## src/rtl/vga_timing_gen.sv

```systemverilog
// rtl/vga_timing_gen.sv - VGA sync/position generator with image address and optional test pattern
// Optional feature: define VGA_TESTPAT_EN to add the 12-bit colour-bar output pat_rgb.
module vga_timing_gen #(
  parameter int   H_ACTIVE   = 640,
  parameter int   H_FP       = 16,
  parameter int   H_SYNC     = 96,
  parameter int   H_BP       = 48,
  parameter int   V_ACTIVE   = 480,
  parameter int   V_FP       = 10,
  parameter int   V_SYNC     = 2,
  parameter int   V_BP       = 33,
  parameter logic SYNC_POL   = 1'b0,
  parameter int   IMG_W_LOG2 = 8,
  parameter int   IMG_H_LOG2 = 8
) (
  input  logic                             clk,
  input  logic                             reset,
  input  logic                             pix_ce,
  output logic                             hsync,
  output logic                             vsync,
  output logic                             h_disp,
  output logic                             v_disp,
  output logic                             en,
  output logic [IMG_W_LOG2+IMG_H_LOG2-1:0] addr,
  output logic [9:0]                       x,
  output logic [9:0]                       y,
  output logic                             frame_start
`ifdef VGA_TESTPAT_EN
  ,
  output logic [11:0]                      pat_rgb
`endif
);

  localparam int H_TOTAL = H_ACTIVE + H_FP + H_SYNC + H_BP;
  localparam int V_TOTAL = V_ACTIVE + V_FP + V_SYNC + V_BP;

  localparam logic [9:0]  H_ACT_L  = 10'(H_ACTIVE);
  localparam logic [9:0]  H_SS_L   = 10'(H_ACTIVE + H_FP);
  localparam logic [9:0]  H_SE_L   = 10'(H_ACTIVE + H_FP + H_SYNC);
  localparam logic [9:0]  H_LAST_L = 10'(H_TOTAL - 1);
  localparam logic [9:0]  V_ACT_L  = 10'(V_ACTIVE);
  localparam logic [9:0]  V_SS_L   = 10'(V_ACTIVE + V_FP);
  localparam logic [9:0]  V_SE_L   = 10'(V_ACTIVE + V_FP + V_SYNC);
  localparam logic [9:0]  V_LAST_L = 10'(V_TOTAL - 1);
  localparam logic [10:0] IMG_W    = 11'(1 << IMG_W_LOG2);
  localparam logic [10:0] IMG_H    = 11'(1 << IMG_H_LOG2);

  logic [9:0] h_cnt;
  logic [9:0] v_cnt;
  logic       h_act;
  logic       v_act;
  logic       in_img;
  logic       h_sync_on;
  logic       v_sync_on;

  // Decode the current counter position into region and sync conditions
  always_comb begin
    h_act     = (h_cnt < H_ACT_L);
    v_act     = (v_cnt < V_ACT_L);
    in_img    = ({1'b0, h_cnt} < IMG_W) && ({1'b0, v_cnt} < IMG_H);
    h_sync_on = (h_cnt >= H_SS_L) && (h_cnt < H_SE_L);
    v_sync_on = (v_cnt >= V_SS_L) && (v_cnt < V_SE_L);
  end

  // Image address leads the output stage by one tick so a registered ROM lines up with x/y
  always_comb begin
    addr = '0;
    if (in_img) begin
      addr = {v_cnt[IMG_H_LOG2-1:0], h_cnt[IMG_W_LOG2-1:0]};
    end
  end

  // Raster counters: column wraps each line, row advances on column wrap and wraps per frame
  always_ff @(posedge clk or posedge reset) begin
    if (reset) begin
      h_cnt <= '0;
      v_cnt <= '0;
    end else if (pix_ce) begin
      if (h_cnt == H_LAST_L) begin
        h_cnt <= '0;
        v_cnt <= (v_cnt == V_LAST_L) ? 10'd0 : v_cnt + 10'd1;
      end else begin
        h_cnt <= h_cnt + 10'd1;
      end
    end
  end

  // Output stage: register the current position and its flags; frame_start is a one-clk strobe
  always_ff @(posedge clk or posedge reset) begin
    if (reset) begin
      hsync       <= ~SYNC_POL;
      vsync       <= ~SYNC_POL;
      h_disp      <= 1'b0;
      v_disp      <= 1'b0;
      en          <= 1'b0;
      x           <= '0;
      y           <= '0;
      frame_start <= 1'b0;
    end else begin
      frame_start <= 1'b0;
      if (pix_ce) begin
        hsync       <= h_sync_on ? SYNC_POL : ~SYNC_POL;
        vsync       <= v_sync_on ? SYNC_POL : ~SYNC_POL;
        h_disp      <= h_act;
        v_disp      <= v_act;
        en          <= in_img && h_act && v_act;
        x           <= h_cnt;
        y           <= v_cnt;
        frame_start <= (h_cnt == 10'd0) && (v_cnt == 10'd0);
      end
    end
  end

`ifdef VGA_TESTPAT_EN
  localparam logic [9:0] BAR_W = 10'(H_ACTIVE / 8);

  logic [9:0]  bar_idx;
  logic [11:0] bar_rgb;

  // Colour of the vertical bar under the current column; blanking forces black
  always_comb begin
    bar_idx = h_cnt / BAR_W;
    case (bar_idx)
      10'd0:   bar_rgb = 12'hFFF;
      10'd1:   bar_rgb = 12'hFF0;
      10'd2:   bar_rgb = 12'h0FF;
      10'd3:   bar_rgb = 12'h0F0;
      10'd4:   bar_rgb = 12'hF0F;
      10'd5:   bar_rgb = 12'hF00;
      10'd6:   bar_rgb = 12'h00F;
      default: bar_rgb = 12'h000;
    endcase
    if (!(h_act && v_act)) begin
      bar_rgb = 12'h000;
    end
  end

  // Pattern register shares the output-stage timing
  always_ff @(posedge clk or posedge reset) begin
    if (reset) begin
      pat_rgb <= 12'h000;
    end else if (pix_ce) begin
      pat_rgb <= bar_rgb;
    end
  end
`endif

endmodule

```

## config.mk

```make
export PLATFORM = sky130hd
export DESIGN_NAME = vga_timing_gen
export DESIGN_NICKNAME = d
export VERILOG_FILES = /design/src/rtl/vga_timing_gen.sv
export SDC_FILE = /design/constraint.sdc
export NUM_CORES = 1
export LEC_CHECK = 0
export ABC_CLOCK_PERIOD_IN_PS = 2950
export CAP_MARGIN = 20
export CORE_MARGIN = 3
export CORE_UTILIZATION = 41
export DETAILED_ROUTE_END_ITERATION = 8
export HOLD_SLACK_MARGIN = 0.03
export MAX_ROUTING_LAYER = met4
export PLACE_DENSITY = 0.66
export SETUP_SLACK_MARGIN = 0.1
export SKIP_CTS_REPAIR_TIMING = 1
export SYNTH_ARGS = -nofsm -noshare
export SYNTH_HDL_FRONTEND = slang
export SYNTH_SLANG_ARGS = --single-unit
```

## constraint.sdc

```tcl
create_clock -name clk -period 2.95 [get_ports clk]
set_clock_uncertainty 0.15 [all_clocks]
set_input_delay 0.4425 -clock clk [delete_from_list [all_inputs] [get_ports clk]]
set_output_delay 0.4425 -clock clk [all_outputs]
set_load 0.02 [all_outputs]
```

# Yosys cells after proc, flatten, opt, wreduce, memory -nomap -nowiden
# Index checks and enable logic that the tools add are counted.
totals:
  elab_cells: 37
  regBits: 46
  in_bits: 3
classes:
  n_mux: 6
  reduce_logical: 9
  add_sub_neg: 2
  n_eq_ne: 2
  n_lt_le_gt_ge: 8
op_table:
  columns: ["op", "count"]
  rows:
  - ["less-than comparator 10 x 9 -> 1 bit, second input constant", 4]
  - ["adder 10 x 1 -> 10 bit, second input constant", 2]
  - ["== test 10 bit, second input constant", 2]
  - ["logical NOT 10 bit", 2]
  - ["less-than comparator 10 bit, second input constant", 2]
  - ["two-way mux 10 bit", 2]
  - ["two-way mux 16 bit", 1]
  - ["greater-or-equal comparator 10 bit, second input constant", 1]
  - ["greater-or-equal comparator 10 x 9 -> 1 bit, second input constant", 1]
  - ["logical AND 1 bit", 6]
  - ["two-way mux 1 bit", 3]
  - ["AND reduction 2 bit", 1]

# Longest topological paths before layout
logic_depth:
  word_depth: 4
  ltp_mapped: 6

# Least setup slack after synthesis
# OpenSTA, ideal clock, no wires.
synth_timing:
  path_type: "reg2out"
  start: "register h_cnt[8]"
  end: "output addr[10]"
  t_required_ns: 2.358
  t_arrival_ns: 1.636
  slack_ns: 0.722
  path_stages_with_launch: 5
  n_path_buf: 2
  path_cell_list: "dfrtp_1 > clkbuf_1 > nor4_1 > clkbuf_1 > and2_1"
synth_via:
  elab_chain_len: 3
synth_rtl:
  columns: ["element", "line", "source"]
  rows:
  - ["start: declaration", "48", "logic [9:0] h_cnt;"]
  - ["start signal: assignment", "83", "h_cnt <= h_cnt + 10'd1;"]
  - ["less-than comparator 10 x 9 -> 1 bit", "60", "in_img = ({1'b0, h_cnt} < IMG_W) && ({1'b0, v_cnt} < IMG_H);"]
  - ["logical AND 1 bit", "60", null]
  - ["two-way mux 16 bit", "68", "if (in_img) begin"]
  - ["end: declaration", "24", "output logic [IMG_W_LOG2+IMG_H_LOG2-1:0] addr,"]
# No other way between the ends.

# Worst setup path in the final report
# Ends and elaborated chain as after synthesis.

==> impl_metrics.py <==
metrics = {
    "outcome": {
        "outcome": "completed",
    },
    "floorplanning": {
        "dieWidth_um": 79.3,
        "row_count": 26,
        "die-area_um2": 6280,
        "io_pins": 45,
        "start_util": 0.428,
        "coreArea_um2": 5140,
        "dieHeight_um": 79.3,
    },
    "global_routing": {
        "antenna_found_initial": 0,
        "overflow": 0,
        "grt_pass1_vias": 1604,
        "grt_start_max_net_pins": 38,
        "track_usage": 0.170,
        "grt_first_pass_wirelength_mm": 8.08,
    },
    "drt": {
        "wirelength_mm": 4.68,
        "drtAntennaViolNets": 0,
        "drt-initial-drc-count": 101,
        "wl_per_cell_um": 15.0,
        "vias": 1615,
        "drc": 0,
        "drtPass1Iterations": 4,
        "viasPerCell": 5.19,
    },
    "power_and_ir_drop": {
        "pwr-share-comb": 0.263,
        "power_density_nw_per_um2": 561,
        "p_switching_uw": 493,
        "netSwitchingFraction": 0.314,
        "p_leak_nw": 1.23,
        "clkPwrFrac": 0.229,
        "ir_drop_v": 0.000284,
        "cell_internal_pwr_mw": 1.08,
        "pwr-share-seq": 0.508,
        "power_mw": 1.57,
    },
    "sta": {
        "slew_headroom": 0.642,
        "min_period_over_period": 0.919,
        "hold_violations": 0,
        "period_minus_slack_ns": 2.71,
        "fin_tns_setup_ns": 0,
        "fmaxAchievable_ghz": 0.369,
        "tightest_slew_ns": 0.529,
        "rsz0062_at_grt": "false",
        "setup_violations": 0,
        "slew_violations": 0,
    },
    "logic_synthesis": {
        "synth-seq-cells": 46,
        "synth_top_area_frac": 0.500,
        "synth_common_cells": "dfrtp_1, mux2_2, and2_1",
        "async_flop_share": 1.00,
        "syn_nets": 205,
        "yosysTopAreaCell": "dfrtp_1",
        "synth_area_um2": 2200,
        "yosysSeqAreaShare": 0.524,
        "syn_avg_cell_area_um2": 11.1,
        "synth_most_common_cell": "dfrtp_1",
        "yosysWarnings": 0,
        "synthCells": 198,
        "synth_ff_type": "dfrtp_1",
        "synth_area_leaders": "dfrtp_1, mux2_2, and2_1",
        "synth_cell_types": 42,
        "synth_edf_count": 0,
    },
    "setup_path": {
        "worstPathRequired_ns": 2.36,
        "critPathKind": "register to output pin",
        "end_kind": "output pin",
        "cp-start-kind": "register",
        "arrival_ns": 2.12,
        "crit_fanout": 13,
    },
    "clock_tree": {
        "htreeDepth": 2,
        "insertion_delay_ns": 0.30,
        "clk_pin_slew_ns": 0.08,
        "numClockSinks": 46,
        "cts_tree": "built",
        "ctsRootBufferMaster": "clkbuf_8",
        "clk_path_buf_depth": 2,
        "numCtsBuffers": 5,
    },
    "cells_and_area": {
        "n_antenna_cell": 0,
        "area_delta_synth_final_pct": 27.1,
        "final_nets": 248,
        "drive_gt1_frac": 0.162,
        "fill_cells": 488,
        "regArea_um2": 1150,
        "multi_input_area_um2": 951,
    },
    "run": {
        "maxCapViolCount": 0,
    },
    "hold_path": {
        "hp-class": "input port to async pin",
    },
    "placed_design": {
        "gp_congestion": 0.884,
        "dp_hpwl_mm": 3.23,
        "io_buffers": 44,
    },
}
[cells in the final DEF (no fill, tap or decap), drive strengths merged, types with 2 or more instances in the layout]
| master | Yosys | layout |
|---|---|---|
| dfstp | 2 | 2 |
| and4 | 2 | 2 |
| nor4 | 5 | 5 |
| mux2 | 22 | 22 |
| and3 | 6 | 6 |
| clkbuf | 10 | 7 |
| o21ai | 7 | 7 |
| or4 | 3 | 3 |
| and2 | 16 | 16 |
| nor2 | 8 | 8 |
| nand3 | 4 | 4 |
| dfrtp | 44 | 44 |
| nand4 | 9 | 9 |
| nor3 | 3 | 3 |
| inv | 9 | 9 |
| a22o | 3 | 3 |
| clkdlybuf4s50 | 0 | 43 |
| xor2 | 2 | 2 |
| a21oi | 2 | 2 |
| ha | 4 | 4 |
| buf | 5 | 7 |
| nand2 | 8 | 8 |
| xnor2 | 7 | 7 |
[per-stage QoR]
step | util | area, µm² | hold slack, ns | setup slack (ns) | std cells
2_1_floorplan | - | 2200 | 0.345 | 0.722 | 198
3_3_place_gp | 0.529 | 2720 | 0.324 | 0.417 | 304
3_5_place_dp | 0.529 | 2720 | 0.325 | 0.393 | 304
4_1_cts | 0.544 | 2800 | 0.254 | 0.199 | 311
5_1_grt | 0.544 | 2800 | 0.275 | 0.110 | 311
6_report | 0.544 | 2800 | 0.250 | 0.240 | 311
[critical path: stages, from the launching register on]
cell and delay, ns:
dfrtp_1 0.49, nor4_2 0.34, buf_4 0.24, and2_1 0.14, clkdlybuf4s50_1 0.61
[final cells by class]
cell class / count / area share
Sequential cell: 46 / 0.412
Multi-Input combinational cell: 128 / 0.340
Timing Repair Buffer: 51 / 0.177
Tap cell: 70 / 0.0313
Clock buffer: 7 / 0.0273
Inverter: 9 / 0.0121
[state kept, by name (all words and copies together) (netlist names)]
| name | flops |
|---|---|
| hsync | 1 |
| y | 10 |
| v_cnt | 10 |
| h_cnt | 10 |
| x | 10 |
| vsync | 1 |
| en | 1 |
| h_disp | 1 |
| frame_start | 1 |
| v_disp | 1 |
[metal layers]
layer  track usage  part of all wire  vias to the layer above
met5             -                 0                        -
met4        0.0515             0.015                        0
met3        0.0363             0.044                        5
met2         0.245              0.44                       46
met1         0.242              0.50                      777
li1              -                 -                      787
[path summary, 6_finish.rpt]
kind / start / to / slack (ns) / cells past startpoint
max in group asynchronous: reset / vsync$_DFFE_PP1P_ / 1.78 / 3
max: h_cnt[8]$_DFFE_PP0P_ / addr[10] / 0.24 / 4
min reg2reg: hsync$_DFFE_PP1P_ / hsync$_DFFE_PP1P_ / 0.34 / 2
min in group clk: hsync$_DFFE_PP1P_ / hsync$_DFFE_PP1P_ / 0.34 / 2
min: reset / v_cnt[2]$_DFFE_PP0P_ / 0.25 / 2
max reg2reg: h_cnt[7]$_DFFE_PP0P_ / v_cnt[7]$_DFFE_PP0P_ / 0.72 / 4
[power groups by stage]
stage	Sequential, mW	Clock, mW	Combinational [mW]
after global routing	0.815	0.396	0.445
after floorplan	0.794	0	0.248
after global placement	0.810	0	0.410
final	0.796	0.360	0.412
after CTS	0.797	0.375	0.419
after detailed placement	0.809	0	0.418
[kinds of logic after synthesis]
family / count (synthesis) / share of synthesized area
adders and majority gates: 4 / 0.0227
muxes: 23 / 0.117
AOI/OAI and AO/OA: 19 / 0.0563
DFF: 46 / 0.524
and+or+nand+nor: 73 / 0.197
buffers and inverters: 24 / 0.0466
xor gates and xnor gates: 9 / 0.0358
Note: power is estimated with default switching activity, not from simulation.
